<file path="src/rtl/ram_scan_ctrl_if.sv">
// User write handshake and RAM-side address/write bus of the scan controller.
// The controller connects as slave; the user/RAM side connects as master.
interface ram_scan_ctrl_if #(
   parameter int unsigned ADDR_W = 5,
   parameter int unsigned DATA_W = 3
);
   logic              clear;
   logic              wr_req;
   logic [ADDR_W-1:0] wr_addr;
   logic [DATA_W-1:0] wr_data;
   logic              wr_ready;
   logic              init_done;
   logic [ADDR_W-1:0] rdaddress;
   logic [ADDR_W-1:0] wraddress;
   logic              wren;
   logic [DATA_W-1:0] datain;
   logic [ADDR_W-1:0] rd_tag;
   logic              rd_tag_valid;

   modport master (
      output clear, wr_req, wr_addr, wr_data,
      input  wr_ready, init_done, rdaddress, wraddress, wren, datain, rd_tag, rd_tag_valid
   );

   modport slave (
      input  clear, wr_req, wr_addr, wr_data,
      output wr_ready, init_done, rdaddress, wraddress, wren, datain, rd_tag, rd_tag_valid
   );
endinterface

</file>
<file path="src/rtl/ram_scan_ctrl.sv">
// Fills a registered-address dual-port RAM with a constant, then sweeps its read address
// at a programmable rate while accepting single-word user writes.
module ram_scan_ctrl #(
   parameter int unsigned       ADDR_W     = 5,
   parameter int unsigned       DATA_W     = 3,
   parameter logic [DATA_W-1:0] INIT_VAL   = '0,
   parameter int unsigned       SCAN_DIV   = 4,
   parameter int unsigned       RD_LATENCY = 2
) (
   input logic            i_clock,
   input logic            i_reset,
   ram_scan_ctrl_if.slave io_bus
);
   localparam int unsigned       DIV_W    = (SCAN_DIV > 1) ? $clog2(SCAN_DIV) : 1;
   localparam logic [DIV_W-1:0]  DIV_LAST = DIV_W'(SCAN_DIV - 1);
   localparam logic [ADDR_W:0]   FILL_END = {1'b1, {ADDR_W{1'b0}}};

   typedef enum logic [0:0] {StFill, StScan} state_e;

   state_e                             r_state, w_state_d;
   logic [ADDR_W:0]                    r_fill_cnt, w_fill_cnt_d;
   logic [DIV_W-1:0]                   r_div, w_div_d;
   logic [ADDR_W-1:0]                  r_rdaddress, w_rdaddress_d;
   logic [ADDR_W-1:0]                  r_wraddress, w_wraddress_d;
   logic                               r_wren, w_wren_d;
   logic [DATA_W-1:0]                  r_datain, w_datain_d;
   logic                               r_init_done, w_init_done_d;
   logic [RD_LATENCY-1:0][ADDR_W-1:0]  r_tag;
   logic [RD_LATENCY-1:0]              r_tag_vld;
   logic                               w_wr_ready;

   always_ff @(posedge i_clock or negedge i_reset) begin
      if (!i_reset) begin
         r_state <= StFill;
      end else begin
         r_state <= w_state_d;
      end
   end

   always_comb begin
      w_state_d     = r_state;
      w_fill_cnt_d  = r_fill_cnt;
      w_div_d       = r_div;
      w_rdaddress_d = r_rdaddress;
      w_wraddress_d = r_wraddress;
      w_wren_d      = 1'b0;
      w_datain_d    = r_datain;
      w_init_done_d = r_init_done;
      w_wr_ready    = (r_state == StScan) && !io_bus.clear;

      if (io_bus.clear) begin
         w_state_d     = StFill;
         w_fill_cnt_d  = '0;
         w_div_d       = '0;
         w_rdaddress_d = '0;
         w_wraddress_d = '0;
         w_init_done_d = 1'b0;
      end else begin
         unique case (r_state)
            StFill: begin
               if (r_fill_cnt == FILL_END) begin
                  w_state_d     = StScan;
                  w_init_done_d = 1'b1;
               end else begin
                  w_wren_d      = 1'b1;
                  w_wraddress_d = r_fill_cnt[ADDR_W-1:0];
                  w_datain_d    = INIT_VAL;
                  w_fill_cnt_d  = r_fill_cnt + 1'b1;
               end
            end
            StScan: begin
               if (io_bus.wr_req) begin
                  w_wren_d      = 1'b1;
                  w_wraddress_d = io_bus.wr_addr;
                  w_datain_d    = io_bus.wr_data;
               end
               // The scan free-runs; user writes never hold it back.
               if (r_div == DIV_LAST) begin
                  w_div_d       = '0;
                  w_rdaddress_d = r_rdaddress + 1'b1;
               end else begin
                  w_div_d = r_div + 1'b1;
               end
            end
            default: w_state_d = StFill;
         endcase
      end
   end

   always_ff @(posedge i_clock or negedge i_reset) begin
      if (!i_reset) begin
         r_fill_cnt  <= '0;
         r_div       <= '0;
         r_rdaddress <= '0;
         r_wraddress <= '0;
         r_wren      <= 1'b0;
         r_datain    <= '0;
         r_init_done <= 1'b0;
         r_tag       <= '0;
         r_tag_vld   <= '0;
      end else begin
         r_fill_cnt  <= w_fill_cnt_d;
         r_div       <= w_div_d;
         r_rdaddress <= w_rdaddress_d;
         r_wraddress <= w_wraddress_d;
         r_wren      <= w_wren_d;
         r_datain    <= w_datain_d;
         r_init_done <= w_init_done_d;
         // Tag pipeline mirrors the RAM's address and output registers; clear flushes valids.
         r_tag[0]     <= r_rdaddress;
         r_tag_vld[0] <= (r_state == StScan) && !io_bus.clear;
         for (int i = 1; i < RD_LATENCY; i++) begin
            r_tag[i]     <= r_tag[i-1];
            r_tag_vld[i] <= r_tag_vld[i-1] && !io_bus.clear;
         end
      end
   end

   assign io_bus.wr_ready     = w_wr_ready;
   assign io_bus.init_done    = r_init_done;
   assign io_bus.rdaddress    = r_rdaddress;
   assign io_bus.wraddress    = r_wraddress;
   assign io_bus.wren         = r_wren;
   assign io_bus.datain       = r_datain;
   assign io_bus.rd_tag       = r_tag[RD_LATENCY-1];
   assign io_bus.rd_tag_valid = r_tag_vld[RD_LATENCY-1];
endmodule
</file>
<file path="src/flat_wrapper.sv">
// flat-port wrapper written by rule: the top's interface ports become plain ports
module ram_scan_ctrl_flat 
#(
   parameter int unsigned       ADDR_W     = 5,
   parameter int unsigned       DATA_W     = 3,
   parameter logic [DATA_W-1:0] INIT_VAL   = '0,
   parameter int unsigned       SCAN_DIV   = 4,
   parameter int unsigned       RD_LATENCY = 2
)
  (i_clock, i_reset, io_bus_clear, io_bus_wr_req, io_bus_wr_addr, io_bus_wr_data, io_bus_wr_ready, io_bus_init_done, io_bus_rdaddress, io_bus_wraddress, io_bus_wren, io_bus_datain, io_bus_rd_tag, io_bus_rd_tag_valid);
  ram_scan_ctrl_if #(.ADDR_W(ADDR_W), .DATA_W(DATA_W)) io_bus_i ();
  input logic i_clock;
  input logic i_reset;
  input wire logic [$bits(io_bus_i.clear)-1:0] io_bus_clear;
  input wire logic [$bits(io_bus_i.wr_req)-1:0] io_bus_wr_req;
  input wire logic [$bits(io_bus_i.wr_addr)-1:0] io_bus_wr_addr;
  input wire logic [$bits(io_bus_i.wr_data)-1:0] io_bus_wr_data;
  output wire logic [$bits(io_bus_i.wr_ready)-1:0] io_bus_wr_ready;
  output wire logic [$bits(io_bus_i.init_done)-1:0] io_bus_init_done;
  output wire logic [$bits(io_bus_i.rdaddress)-1:0] io_bus_rdaddress;
  output wire logic [$bits(io_bus_i.wraddress)-1:0] io_bus_wraddress;
  output wire logic [$bits(io_bus_i.wren)-1:0] io_bus_wren;
  output wire logic [$bits(io_bus_i.datain)-1:0] io_bus_datain;
  output wire logic [$bits(io_bus_i.rd_tag)-1:0] io_bus_rd_tag;
  output wire logic [$bits(io_bus_i.rd_tag_valid)-1:0] io_bus_rd_tag_valid;
  assign io_bus_i.clear = io_bus_clear;
  assign io_bus_i.wr_req = io_bus_wr_req;
  assign io_bus_i.wr_addr = io_bus_wr_addr;
  assign io_bus_i.wr_data = io_bus_wr_data;
  assign io_bus_wr_ready = io_bus_i.wr_ready;
  assign io_bus_init_done = io_bus_i.init_done;
  assign io_bus_rdaddress = io_bus_i.rdaddress;
  assign io_bus_wraddress = io_bus_i.wraddress;
  assign io_bus_wren = io_bus_i.wren;
  assign io_bus_datain = io_bus_i.datain;
  assign io_bus_rd_tag = io_bus_i.rd_tag;
  assign io_bus_rd_tag_valid = io_bus_i.rd_tag_valid;
  ram_scan_ctrl #(.ADDR_W(ADDR_W), .DATA_W(DATA_W), .INIT_VAL(INIT_VAL), .SCAN_DIV(SCAN_DIV), .RD_LATENCY(RD_LATENCY)) u_core (.i_clock(i_clock), .i_reset(i_reset), .io_bus(io_bus_i));
endmodule
</file>
<file path="config.mk">
export PLATFORM = sky130hd
export DESIGN_NAME = ram_scan_ctrl_flat
export DESIGN_NICKNAME = d
export VERILOG_FILES = /design/src/rtl/ram_scan_ctrl_if.sv /design/src/rtl/ram_scan_ctrl.sv /design/src/flat_wrapper.sv
export SDC_FILE = /design/constraint.sdc
export NUM_CORES = 1
export LEC_CHECK = 0
export CAP_MARGIN = 20
export CORE_MARGIN = 1.5
export CORE_UTILIZATION = 23
export DETAILED_ROUTE_END_ITERATION = 12
export GPL_TIMING_DRIVEN = 0
export PLACE_DENSITY = 0.46
export SYNTH_ARGS = -nofsm -noshare
export SYNTH_HDL_FRONTEND = slang
export SYNTH_SLANG_ARGS = --single-unit
</file>
<file path="constraint.sdc">
create_clock -name i_clock -period 2.3 [get_ports i_clock]
set_input_delay 0.575 -clock i_clock [delete_from_list [all_inputs] [get_ports i_clock]]
set_output_delay 0.575 -clock i_clock [all_outputs]
set_load 0.03 [all_outputs]
</file>
* After elaboration in Yosys (flattened, before gate mapping)
Cells that the tools add are included.
** Storage, ports and cells
- Register bits :: 36
- Output and inout bits :: 22
- Logic and storage cells :: 61
** Operators by class
- $add $sub $neg :: 3
- Equal/unequal tests :: 8
- Muxes and demuxes :: 26
- Bitwise logic cells :: 2
- Reductions and logical operators :: 11
** Operators with widths (number)
- $mux 5 :: 6
- $mux 6 :: 3
- $pmux 5 s2 :: 1
- $mux 1 :: 9
- $ne 2x2->1 const B :: 4
- $reduce_and 2->1 :: 4
- $add 6x1->6 const B :: 1
- $eq 6x6->1 const B :: 1
- $mux 2 :: 3
- $mux 3 :: 2
- $ne 3x3->1 const B :: 2
- $pmux 3 s2 :: 1
- $reduce_bool 2->1 :: 3
- $add 5x1->5 const B :: 1
- $reduce_and 3->1 :: 1
- $add 2x1->2 const B :: 1
- $eq 2x2->1 const B :: 1
- $logic_and 1x1->1 :: 2
- $not 1->1 :: 2
- $pmux 1 s2 :: 1
- $logic_not 1->1 :: 1

* Longest topological paths before layout
- Depth in word-level cells :: 4
- Gate-level depth with buffers :: 6
- Mapped depth without buffers :: 5

* Worst setup path before layout
Ideal clock, no wire load.
- Path type :: input to output
- Start point :: in io_bus_clear
- End point :: out io_bus_wr_ready
- Arrival time :: 1.215 ns
- Slack :: 0.510 ns
- Stages :: 2
- Path buffers :: 1
- Cell sequence :: clkbuf_1 > nor2_1
** Between the ends
- Cells in the longest elaborated chain, start to end :: 2
** RTL lines
- from (decl) :: line flat_wrapper.sv:14 : input wire logic [$bits(io_bus_i.clear)-1:0] io_bus_clear;
- $logic_not 1->1 :: line ram_scan_ctrl.sv:49 : w_wr_ready = (r_state == StScan) && !io_bus.clear;
- $logic_and 1x1->1 :: line ram_scan_ctrl.sv:49
- to (decl) :: line flat_wrapper.sv:18 : output wire logic [$bits(io_bus_i.wr_ready)-1:0] io_bus_wr_ready;
Every way passes these cells.

* Final worst setup path
- Start point :: reg u_core.r_state
- End point :: out io_bus_wr_ready
** Between the ends
- Cells in the longest elaborated chain, start to end :: 1
** RTL lines
- from (decl) :: line ram_scan_ctrl.sv:20 : state_e r_state, w_state_d;
- from (signal assigned) :: line ram_scan_ctrl.sv:34 : r_state <= StFill;
- from (signal assigned) :: line ram_scan_ctrl.sv:36 : r_state <= w_state_d;
- $logic_and 1x1->1 :: line ram_scan_ctrl.sv:49
Every way passes these cells.

==> flow_summary.yaml <==
critical_path:
  cp.required_ps: 1730
  crit_type: "reg2out"
  r2r_slack_ps: 550
  cp_max_fo: 10
  startpoint_type: "register"
  cp.arrival_ps: 1530
  reg2reg_from: "u_core.r_fill_cnt[0]"
  endpoint_kind: "primary output"
  r2r-end: "u_core.io_bus.wraddress[0]"
  rr_worst_depth: 6
  cp-startpoint: "u_core.r_state"
logic_synthesis:
  ys_top_cells_by_count: "dfrtp_1, nor2_1, buf_4, inv_1"
  post-synth-top-count-cell: "dfrtp_1"
  synth_top_cell_area_share_pct: 57.1
  synth_edf_count: 0
  synth-seq-cells: 36
  synth_ff_type: "dfrtp_1"
  async_reset_ff_share_pct: 100
  synth.distinct_cells: 33
  synth.area.top_cells: "dfrtp_1, buf_4, ha_1, a211oi_1, mux2i_1"
  yosys_warnings: 0
  avgSynthCellArea_um2: 11.4
  syn-instance-count: 138
  synthesis.area_um2: 1580
  syn_nets: 154
  yosysSeqAreaShare_pct: 57.1
  synth_area_leader_cell: "dfrtp_1"
global_routing:
  grt_overflow: 0
  gr-usage-all-layers_pct: 10.0
  first_global_vias: 1124
  grt_max_degree: 37
  antenna_found_initial: 0
  grt_pass1_wl_um: 5620
clock_tree:
  cts_tree: "done"
  cts-root-buf: "clkbuf_8"
  insertion_delay_ps: 290
  clk_path_buf_depth: 2
  cts_buffers: 5
  cts.sinks: 36
  htree_levels: 2
  path_clk_slew_ps: 70
  cts_setup_buffers: 0
timing:
  setup_viol: 0
  drv_slew: 0
  layout_setup_ws_ps: 199
  rsz0062_at_grt: "no"
  worst_pin_slew_ps: 812
  fin_skew_ps: 3.93
  relSlewSlack_pct: 45.9
  hold_viol_final: 0
  fmax_ghz: 0.476
  finalCritPeriodShare_pct: 91.4
  min_period_ps: 2100
pwr:
  power_density_nw_per_um2: 560
  peakVddDrop_uv: 224
  p_sw_mw: 0.286
  comb_power_share_pct: 7.5
  clkPwrFrac_pct: 37.4
  totalPowerFinal_mw: 1.18
  p_sw_share_pct: 24.3
  p_int_mw: 0.891
  p_leak_nw: 0.912
  seqPwrFrac_pct: 55.1
floorplan:
  die-height_um: 85.9
  io_pins: 34
  start_util_pct: 23.5
  rows: 30
  die_x_um: 85.9
  die-area_um2: 7370
  core_um2: 6720
hold_path:
  min_path_cells: 0
  min_from: "u_core.r_tag[2]"
  hold_end: "u_core.io_bus.rd_tag[2]"
  hp-class: "reg2reg"
finish:
  nNetsFinal: 194
  n_fill_cell: 683
  drive_above_1_share_pct: 13.4
  syn2layout_area_growth_pct: 33.1
  n_antenna_cell: 0
  finish.utilization_pct: 31.3
  stdcell_count: 259
placement:
  dp_cells: 251
  dpl.hpwl_um: 2380
  gp_congestion: 0.751
  dpl_worst_slack_ps: -712
  portBuffers: 33
route:
  routedWlPerCell_um: 13.2
  dr.pass1.iters: 4
  drc: 0
  routed_via_density: 4.50
  wirelength_um: 3430
  via_count: 1166
  drtAntennaViolNets: 0
  first_iter_violations: 53
outcome:
  run_status: "finished clean"
job:
  drv_cap: 0
[final cells by class]
type	count	area, um2	share of cell area, %
sequential	36	901	42.9
multi-input combinational	81	567	27.0
inverter	9	33.8	1.61
timing repair buffer	33	325	15.5
clock buffer	5	68.8	3.27
tap	80	100	4.76
clock inverter	3	18.8	0.893
buffer	12	87.6	4.17
[power groups by stage]
stage	Combinational [mW]	Sequential [mW]	Clock (mW)
after floorplan	0.0326	0.666	0
after global placement	0.0906	0.661	0
after detailed placement	0.0895	0.661	0
after CTS	0.0916	0.648	0.465
after global routing	0.0988	0.649	0.488
final	0.0886	0.649	0.440
[cell families after synthesis]
| kind of cell | count (synthesis) | share of synthesized area (%) |
|---|---|---|
| flip-flops | 36 | 57.1 |
| adder cells (fa/ha/maj) | 4 | 3.17 |
| buffers and inverters | 21 | 7.05 |
| AO/OA/AOI/OAI | 33 | 15.1 |
| XOR/XNOR | 5 | 2.77 |
| multiplexers | 5 | 3.25 |
| AND/OR/NAND/NOR | 34 | 11.6 |
[layer usage]
metal	track usage, %	wire, um	up-vias
met5	0	0	-
met4	4.40	37	0
met2	15.0	1640	21
met3	2.98	116	2
met1	13.4	1630	580
li1	-	-	563
[repair_timing]
| action | in CTS | in global routing |
|---|---|---|
| hold buffers | 0 | 0 |
| endpoints found under the hold margin | 0 | 0 |
| pin swaps | 0 | 0 |
| setup endpoints to repair | 1 | 1 |
| cloned | 0 | 0 |
| gates resized for setup | 9 | 1 |
[per-stage QoR]
step | area (um2) | hold WS (ps) | setup TNS, ps
after global routing | 2100 | 358 | 0
after global placement | 2010 | 332 | -8390
after floorplan | 1580 | 279 | 0
final | 2100 | 350 | 0
after CTS | 2100 | 352 | 0
after detailed placement | 2000 | 335 | -712
[registers in the layout (all words and copies together), names as in the netlist, 2 cells and up]
signal,cells
u_core.r_fill_cnt,6
u_core.io_bus.rd_tag,5
u_core.io_bus.rdaddress,5
u_core.io_bus.wraddress,5
u_core.r_tag,5
u_core.io_bus.datain,3
u_core.r_div,2
u_core.r_tag_vld,2
[worst max-delay path, stage by stage (launching register included)]
cell and delay, ps:
dfrtp_1 340, buf_4 180, clkinv_1 290, nor2_1 230, buf_4 190
[worst max-delay path by stage]
stage | slack, ps | cells past startpoint | end
final | 200 | 4 | io_bus_wr_ready
after global routing | 60 | 4 | io_bus_wr_ready
after CTS | 20 | 4 | io_bus_wr_ready
after detailed placement | -710 | 4 | io_bus_wr_ready
after global placement | -670 | 4 | io_bus_wr_ready
after floorplan | 510 | 2 | io_bus_wr_ready
[layout by cell type, fill, tap and decap left out, types with 5 or more instances in the layout]
cell              n
o21ai_0           5
inv_1             8
dfrtp_1          36
a211oi_1          6
nor2_1           10
clkdlybuf4s50_1  30
buf_4             9
a21oi_1           5
clkbuf_8          6
nor2b_1           6
nand2_1           5
Note: power is estimated with default switching activity, not from simulation.
